<file path="src/rtl/secuenciador_seguidor.sv">
// ============================================================================
//  Module      : secuenciador_seguidor
//  Description : Line-follower run-time controller. Sensor sync/debounce,
//                mode FSM and per-motor PWM/direction generation.
//  Revision    : 1.0 - initial release
// ============================================================================
`default_nettype none

module secuenciador_seguidor #(
    parameter int PWM_BITS     = 8,
    parameter int DEB_CYCLES   = 1000,
    parameter int DUTY_FWD     = 200,
    parameter int DUTY_TURN    = 100,
    parameter int TURN_LIMIT   = 50000,
    parameter int SEARCH_LIMIT = 200000
) (
    input  logic       clk,
    input  logic       reset,
    input  logic       start,
    input  logic       stop,
    input  logic       sensor_derecho,
    input  logic       sensor_izquierdo,
    output logic       ENA,
    output logic       IN1,
    output logic       ENB,
    output logic       IN3,
    output logic [2:0] estado,
    output logic       perdido
);

    localparam int c_DEB_W   = $clog2(DEB_CYCLES + 1);
    localparam int c_MAX_LIM = (TURN_LIMIT > SEARCH_LIMIT) ? TURN_LIMIT : SEARCH_LIMIT;
    localparam int c_CNT_W   = $clog2(c_MAX_LIM + 1);

    localparam logic [c_DEB_W-1:0]  c_DEB_LAST   = c_DEB_W'(DEB_CYCLES - 1);
    localparam logic [c_CNT_W-1:0]  c_TURN_END   = c_CNT_W'(TURN_LIMIT - 1);
    localparam logic [c_CNT_W-1:0]  c_SEARCH_END = c_CNT_W'(SEARCH_LIMIT - 1);
    localparam logic [c_CNT_W-1:0]  c_CNT_MAX    = '1;
    localparam logic [PWM_BITS-1:0] c_DUTY_FWD   = PWM_BITS'(DUTY_FWD);
    localparam logic [PWM_BITS-1:0] c_DUTY_TURN  = PWM_BITS'(DUTY_TURN);

    typedef enum logic [2:0] {
        S_IDLE   = 3'd0,
        S_FWD    = 3'd1,
        S_LEFT   = 3'd2,
        S_RIGHT  = 3'd3,
        S_SEARCH = 3'd4,
        S_END    = 3'd5,
        S_HALT   = 3'd6
    } state_t;

    // Bit 1 = left sensor, bit 0 = right sensor, so the pattern reads {izq, der}
    logic [1:0] w_raw;
    logic [1:0] r_sync1;
    logic [1:0] r_sync2;
    logic [1:0] w_pat;

    assign w_raw = {sensor_izquierdo, sensor_derecho};

    always_ff @(posedge clk or negedge reset) begin
        if (!reset) begin
            r_sync1 <= 2'b00;
            r_sync2 <= 2'b00;
        end else begin
            r_sync1 <= w_raw;
            r_sync2 <= r_sync1;
        end
    end

    generate
        for (genvar gi = 0; gi < 2; gi++) begin : g_deb
            logic [c_DEB_W-1:0] r_stab;
            logic               r_deb;

            always_ff @(posedge clk or negedge reset) begin
                if (!reset) begin
                    r_stab <= '0;
                    r_deb  <= 1'b0;
                end else if (r_sync2[gi] != r_deb) begin
                    if (r_stab == c_DEB_LAST) begin
                        r_deb  <= r_sync2[gi];
                        r_stab <= '0;
                    end else begin
                        r_stab <= r_stab + 1'b1;
                    end
                end else begin
                    r_stab <= '0;
                end
            end

            assign w_pat[gi] = r_deb;
        end
    endgenerate

    state_t               r_state;
    state_t               w_state_nxt;
    logic                 r_dir_right;
    logic                 w_dir_nxt;
    logic [c_CNT_W-1:0]   r_cnt;

    always_comb begin
        w_state_nxt = r_state;
        w_dir_nxt   = r_dir_right;
        if (stop) begin
            w_state_nxt = S_IDLE;
        end else begin
            case (r_state)
                S_IDLE, S_END, S_HALT: begin
                    if (start) w_state_nxt = S_FWD;
                end
                S_FWD, S_LEFT, S_RIGHT: begin
                    case (w_pat)
                        2'b00:   w_state_nxt = S_FWD;
                        2'b10:   w_state_nxt = S_LEFT;
                        2'b01:   w_state_nxt = S_RIGHT;
                        default: w_state_nxt = S_END;
                    endcase
                    // A turn held too long with no pattern change means the line was lost
                    if (r_state != S_FWD && w_state_nxt == r_state && r_cnt == c_TURN_END) begin
                        w_state_nxt = S_SEARCH;
                        w_dir_nxt   = (r_state == S_RIGHT);
                    end
                end
                S_SEARCH: begin
                    if (w_pat == 2'b00)
                        w_state_nxt = S_FWD;
                    else if (w_pat == 2'b11)
                        w_state_nxt = S_END;
                    else if (w_pat == (r_dir_right ? 2'b10 : 2'b01))
                        w_state_nxt = r_dir_right ? S_LEFT : S_RIGHT;
                    else if (r_cnt == c_SEARCH_END)
                        w_state_nxt = S_HALT;
                end
                default: w_state_nxt = S_IDLE;
            endcase
        end
    end

    always_ff @(posedge clk or negedge reset) begin
        if (!reset) begin
            r_state     <= S_IDLE;
            r_dir_right <= 1'b0;
            r_cnt       <= '0;
        end else begin
            r_state     <= w_state_nxt;
            r_dir_right <= w_dir_nxt;
            if (w_state_nxt != r_state)
                r_cnt <= '0;
            else if (r_cnt != c_CNT_MAX)
                r_cnt <= r_cnt + 1'b1;
        end
    end

    logic [PWM_BITS-1:0] w_duty_a;
    logic [PWM_BITS-1:0] w_duty_b;
    logic                w_in1;
    logic                w_in3;

    always_comb begin
        w_duty_a = '0;
        w_duty_b = '0;
        w_in1    = 1'b0;
        w_in3    = 1'b0;
        case (r_state)
            S_FWD: begin
                w_duty_a = c_DUTY_FWD;
                w_duty_b = c_DUTY_FWD;
                w_in1    = 1'b1;
                w_in3    = 1'b1;
            end
            S_LEFT: begin
                w_duty_a = c_DUTY_TURN;
                w_duty_b = c_DUTY_FWD;
                w_in1    = 1'b1;
                w_in3    = 1'b1;
            end
            S_RIGHT: begin
                w_duty_a = c_DUTY_FWD;
                w_duty_b = c_DUTY_TURN;
                w_in1    = 1'b1;
                w_in3    = 1'b1;
            end
            S_SEARCH: begin
                // Pivot in place, spinning back toward the side the line was last seen
                w_duty_a = c_DUTY_TURN;
                w_duty_b = c_DUTY_TURN;
                w_in1    = r_dir_right;
                w_in3    = ~r_dir_right;
            end
            default: ;
        endcase
    end

    logic [PWM_BITS-1:0] r_pwm;
    logic [PWM_BITS-1:0] w_pwm_nxt;
    logic                r_ena;
    logic                r_enb;
    logic                r_in1;
    logic                r_in3;

    assign w_pwm_nxt = r_pwm + 1'b1;

    // Enables are compared against the post-edge counter so EN = (cnt < duty) holds on the pins
    always_ff @(posedge clk or negedge reset) begin
        if (!reset) begin
            r_pwm <= '0;
            r_ena <= 1'b0;
            r_enb <= 1'b0;
            r_in1 <= 1'b0;
            r_in3 <= 1'b0;
        end else begin
            r_pwm <= w_pwm_nxt;
            r_ena <= (w_pwm_nxt < w_duty_a);
            r_enb <= (w_pwm_nxt < w_duty_b);
            r_in1 <= w_in1;
            r_in3 <= w_in3;
        end
    end

    assign ENA     = r_ena;
    assign ENB     = r_enb;
    assign IN1     = r_in1;
    assign IN3     = r_in3;
    assign estado  = r_state;
    assign perdido = (r_state == S_HALT);

endmodule

`default_nettype wire

</file>
<file path="config.mk">
export PLATFORM = sky130hd
export DESIGN_NAME = secuenciador_seguidor
export DESIGN_NICKNAME = d
export VERILOG_FILES = /design/src/rtl/secuenciador_seguidor.sv
export SDC_FILE = /design/constraint.sdc
export NUM_CORES = 1
export LEC_CHECK = 0
export ABC_AREA = 0
export CORE_UTILIZATION = 45
export CTS_CLUSTER_SIZE = 25
export DETAILED_ROUTE_END_ITERATION = 6
export GPL_TIMING_DRIVEN = 0
export SYNTH_ARGS = -nofsm -noshare
export SYNTH_HDL_FRONTEND = slang
export SYNTH_SLANG_ARGS = --single-unit
export TNS_END_PERCENT = 10
</file>
<file path="constraint.sdc">
create_clock -name clk -period 3.1 [get_ports clk]
set_input_delay 0.465 -clock clk [delete_from_list [all_inputs] [get_ports clk]]
set_output_delay 0.465 -clock clk [all_outputs]
set_load 0.02 [all_outputs]
</file>
==> flow_summary.json, run 1 <==
{
  "grt_pass1_vias": 2287,
  "netlist_instances": 341,
  "die_h_um": 86.9,
  "gr-max-usage-layer": "met2",
  "clock-sinks": 60,
  "cp_top_family": "buffers and inverters",
  "dr.pass1.iters": 5,
  "syn_nets": 362,
  "slew_headroom_pct": 53.6,
  "min_path_type": "input pin to async pin",
  "max_freq_ghz": 0.380,
  "grt_pass1_wl_mm": 10.8,
  "powerDensity_nw_per_um2": 462,
  "root_buffer": "clkbuf_8",
  "cp.buffers_inverters": 2,
  "synth.most_common_cell": "dfrtp_1",
  "hold_violations": 0,
  "start_kind": "flip-flop",
  "place_congestion": 0.854,
  "ant_nets": 0,
  "die_w_um": 86.9,
  "start_util_pct": 47.2,
  "finalWirelength_mm": 6.19,
  "post_dp_cell_area_um2": 3500,
  "met2_usage_pct": 28.1,
  "synth.area.top_cells": "dfrtp_1, nor2_1, xnor2_1",
  "async_flop_share_pct": 100,
  "path_max_fanout": 10,
  "regToRegSetupSlack_ns": 0.53,
  "arrival_ns": 2.16,
  "cts_made_buffers": 9,
  "drive_above_1_share_pct": 7.32,
  "clockBufferDepth": 2,
  "drv_cap": 0,
  "vias": 2463,
  "post-synth-top-area-cell": "dfrtp_1",
  "yosysWarnings": 0,
  "detail_route.wl_per_cell_um": 13.3,
  "synth_seq_cells": 60,
  "hold_slack_ns": 0.172,
  "crit_type": "flip-flop to output pin",
  "cts_tree": "built",
  "p_leak_uw": 0.00163,
  "skew_ns": 0.00698,
  "num_io_pins": 14,
  "worst_setup_path_end_kind": "output pin",
  "globalRouteMet1Util_pct": 25.6,
  "core_um2": 6870,
  "setup_viol": 0,
  "cp_slowest_cell": "clkdlybuf4s50_1",
  "cts-resized-gates": 0,
  "antenna_found_initial": 0,
  "final_util_pct": 53.9,
  "nNetsFinal": 386,
  "final_area_um2": 3700,
  "rows": 30,
  "ys_seq_area_share_pct": 46.3,
  "status": "completed",
  "dp_hpwl_mm": 4.46,
  "ff_latch_area_um2": 1500,
  "fp.dieArea_um2": 7550,
  "drv_slew": 0,
  "cp_slowest_stage_delay_ns": 0.67,
  "use_met3_pct": 4.74,
  "netlist.area_leader.share_pct": 46.3,
  "worstMarginPinSlew_ns": 0.696,
  "ys_types": 49,
  "drc": 0,
  "clk_pin_slew_ns": 0.07,
  "period_needed_ns": 2.63,
  "irDropWorstVdd_mv": 0.296,
  "overflow": 0,
  "period_share_pct": 84.8,
  "power.total_uw": 1710,
  "htree_levels": 3,
  "grt_max_degree": 32,
  "drtIter0Drc": 172,
  "cts_setup_buffers": 0,
  "clock_latency_ns": 0.33,
  "fillers": 639,
  "multi_input_area_um2": 1650,
  "path_cells": "clkbuf_1 > nor3b_1 > clkdlybuf4s50_1",
  "crit_required_ns": 2.63,
  "synthTopCellsByCount": "dfrtp_1, nor2_1, nand2_1",
  "rsz0062_at_grt": "no",
  "areaGrowthSynthToFinish_pct": 14.0,
  "port_buffers": 12,
  "track_usage_pct": 18.5,
  "viasPerCell": 5.30,
  "ys.flop_type": "dfrtp_1",
  "hold_buffers": 0,
  "synthesis.area_um2": 3240,
  "antenna_cells": 0,
  "synth_edf_count": 0,
  "synth_area_per_cell_um2": 9.51
}
metal layers:
layer,wire length (µm),vias to the layer above
met1,3080,1161
met3,222,4
met2,2850,54
met5,0,-
li1,-,1244
met4,40,0
cells by family (layout without fill, tap and decap cells):
group	after synthesis	after routing	share of synthesized area (%)
simple gates	161	161	24.6
flops	60	60	46.3
compound gates	46	46	9.72
xor+xnor	38	38	10.3
buf+inv	20	48	2.97
fa+ha+maj	15	15	5.78
mux	1	1	0.347
path summary, 6_finish.rpt:
check / depth (start not counted) / startpoint / end
worst max-delay path: 3 / estado[1] / perdido
worst min-delay path: 1 / reset / r_pwm[0]
worst max register to register: 10 / g_deb[0].r_deb / r_cnt[0]
worst min register to register: 0 / r_sync1[0] / r_sync2[0]
max in group asynchronous: 2 / reset / r_cnt[17]
min in group clk: 0 / r_sync1[0] / r_sync2[0]
power breakdown:
group          internal, µW  switching [µW]
sequential              816            31.9
combinational          66.9            87.6
clock                   409             299
total                  1290             418
flip-flops by register name, summed over array words and instances (netlist names):
signal and flops:
ENA 1, ENB 1, IN1 1, IN3 1
estado 3, g_deb.r_deb 2, g_deb.r_stab 20, r_cnt 18
r_dir_right 1, r_pwm 8, r_sync1 2, r_sync2 2
worst register-to-register path, cell delays in order, from the launching register on:
cell      delay, ns
dfrtp_1        0.40
inv_1          0.11
ha_1           0.23
or4b_1         0.58
o311ai_0       0.17
o211ai_1       0.14
a211o_1        0.24
a211o_1        0.24
buf_6          0.15
buf_8          0.14
nor2_1         0.11
metrics by stage:
stage          instances  worst slack [ns]  setup TNS, ns
2_1_floorplan        341             0.803              0
3_3_place_gp         449            -0.323         -19.26
3_5_place_dp         450             0.373              0
4_1_cts              465             0.436              0
5_1_grt              465             0.335              0
6_report             465             0.472              0
final cells by class:
type	count	share of cell area, %
multi-input cells	261	44.5
flip-flops and latches	60	40.6
clock buffers	11	4.09
repair buffers	13	3.65
well taps	96	3.25
plain buffers	11	1.69
clock inverters	4	1.32
inverters	9	0.913
cells in the final DEF (no fill, tap or decap), types with 7 or more instances in the layout:
cell type        Yosys  routed
clkdlybuf4s50_1      0      11
ha_1                15      15
nand3_1             18      18
o21ai_0              8       8
nor3_1              12      12
nor2_1              55      55
dfrtp_1             60      60
nand2_1             24      24
xnor2_1             22      22
nor4_1               7       7
inv_1                9       9
and3_1              11      11
xor2_1              16      16
clkbuf_8             0      11
a21oi_1             13      13
Power figures use the tool's default switching activity.
==> run 2, diff against run 1 <==
clock period = 2.3 ns   (was 3.1 ns; I/O delays follow)
==> run 2 against run 1 <==
Against the previous run:
- the run now ends with setup timing left
- cell area increased by 5.6%
- core utilization increased by 3.0 points
- count of clock-buffer cells in the layout unchanged
- sequential power increased by 36%
- combinational power increased by 64%
- hold slack got worse by 0.12 ns
- register-to-register slack got worse by 0.70 ns
- highest routed layer unchanged
==> flow_summary.json, run 2 (synthesis gave the netlist of run 1 again) <==
{
  "placedCellCount": 450,
  "status": "finished, violations left",
  "finalWirelength_mm": 6.50,
  "hold_slack_ns": 0.0499,
  "viasPerCell": 5.29,
  "start_kind": "flip-flop",
  "max_freq_ghz": 0.404,
  "fin_ws_ns": -0.173,
  "period_needed_ns": 2.47,
  "final_common_cell": "dfrtp_1",
  "crit_path_frequent_cell": "a211o_1",
  "drv_slew": 0,
  "post_dp_cell_area_um2": 3500,
  "num_io_pins": 14,
  "cts_tree": "built",
  "worstMarginPinSlew_ns": 0.697,
  "port_buffers": 12,
  "track_usage_pct": 18.6,
  "irDropWorstVdd_mv": 0.424,
  "cp_slowest_stage_delay_ns": 0.56,
  "crit_type": "flip-flop to flip-flop",
  "hold_buffers": 0,
  "root_buffer": "clkbuf_8",
  "setup_viol": 18,
  "htree_levels": 3,
  "antenna_cells": 0,
  "grt_pass1_wl_mm": 10.8,
  "rsz0062_at_grt": "yes",
  "worst_setup_path_end_kind": "flip-flop",
  "regMostFlops": "g_deb.r_stab",
  "clock_latency_ns": 0.33,
  "drv_cap": 0,
  "final_area_um2": 3910,
  "die_h_um": 86.9,
  "detail_route.wl_per_cell_um": 13.7,
  "violations": "setup timing",
  "start_util_pct": 47.2,
  "overflow": 0,
  "clk_pin_slew_ns": 0.07,
  "slew_headroom_pct": 53.5,
  "largest_reg_flops": 20,
  "ant_nets": 0,
  "grt_max_degree": 32,
  "clock-sinks": 60,
  "core_um2": 6870,
  "dp_hpwl_mm": 4.46,
  "die_w_um": 86.9,
  "final_cell_mix": "dfrtp_1, nor2_1, nand2_1",
  "clockBufferDepth": 2,
  "place_congestion": 0.854,
  "path_cells": "inv_2 > ha_4 > or4b_4 > o311ai_4 > o211ai_1 > a211o_1 > a211o_1 > buf_6 > clkbuf_16 > nor2_2",
  "dr.pass1.iters": 4,
  "skew_ns": 0.00533,
  "drc": 0,
  "drive_above_1_share_pct": 16.4,
  "path_max_fanout": 6,
  "arrival_ns": 2.74,
  "stdcell_count": 475,
  "vias": 2512,
  "hold_violations": 0,
  "cp_slowest_cell": "or4b_4",
  "p_leak_uw": 0.00169,
  "drtIter0Drc": 196,
  "grt_pass1_vias": 2301,
  "antenna_found_initial": 0,
  "post-place-ws_ns": -0.307,
  "powerDensity_nw_per_um2": 604,
  "top_regs": "g_deb.r_stab: 20 flops, r_cnt: 18 flops, r_pwm: 8 flops",
  "cts_made_buffers": 9,
  "areaGrowthSynthToFinish_pct": 20.5,
  "fp.dieArea_um2": 7550,
  "tns_ns": -2.08,
  "period_share_pct": 108,
  "crit_required_ns": 2.57,
  "min_path_type": "input pin to async pin",
  "rows": 30,
  "nNetsFinal": 396
}
==> run 2: cell types whose count changed in the layout (fill, tap and decap cells not counted), sizes merged <==
cell	change
dlygate4sd2	+1
buf	+9
clkdlybuf4s50	-1
clkbuf	+1
==> run 2: path summary, 6_finish.rpt <==
check,start,to,cells after the start,slack [ns]
hold reg to reg,r_sync1[0],r_sync2[0],0,0.36
setup reg to reg,g_deb[0].r_deb,r_cnt[0],10,-0.17
max in group asynchronous,reset,estado[0],2,1.64
hold / removal,reset,r_pwm[0],1,0.05
min in group clk,r_sync1[0],r_sync2[0],0,0.36
setup / recovery,g_deb[0].r_deb,r_cnt[0],10,-0.17
==> run 2: cell type report <==
type | count | area, µm²
Clock inverter | 4 | 48.8
Fill cell | 615 | 2960
Inverter | 9 | 33.8
Tap cell | 96 | 120
Buffer | 11 | 78.8
Sequential cell | 60 | 1510
Timing Repair Buffer | 23 | 224
Clock buffer | 11 | 151
Multi-Input combinational cell | 261 | 1750
==> run 2: report_power, final <==
part           switching, µW  internal, µW  leakage, µW
registers               44.6          1100     0.000788
logic                    142           112     0.000800
clock network            410           551     0.000105
==> run 2: per-layer routing <==
metal	global-route usage, %	part of all wire [%]
met1	25.8	50
met2	28.2	46
met3	4.74	4.0
met4	6.67	0.91
met5	0	0
==> run 2: critical path: cells and delay by family (launching register included) <==
| kind | cells | cell delay, ns |
|---|---|---|
| AOI/OAI and AO/OA | 4 | 0.77 |
| adders and majority gates | 1 | 0.17 |
| buffers and inverters | 3 | 0.40 |
| DFF | 1 | 0.40 |
| and+or+nand+nor | 2 | 0.66 |
==> run 2: stage by stage <==
stage	total power [µW]	util (%)
3_3_place_gp	1370	50.7
4_1_cts	2340	54.4
3_5_place_dp	1370	50.9
2_1_floorplan	1290	-
6_report	2360	56.9
5_1_grt	2470	56.9
==> run 2: what timing repair did <==
| item | 4_1_cts | 5_1_grt |
|---|---|---|
| pin swaps | 3 | 9 |
| endpoints found under the setup margin | 20 | 19 |
| gates resized for setup | 9 | 30 |
| gates cloned | 0 | 2 |
| setup buffers | 3 | 5 |
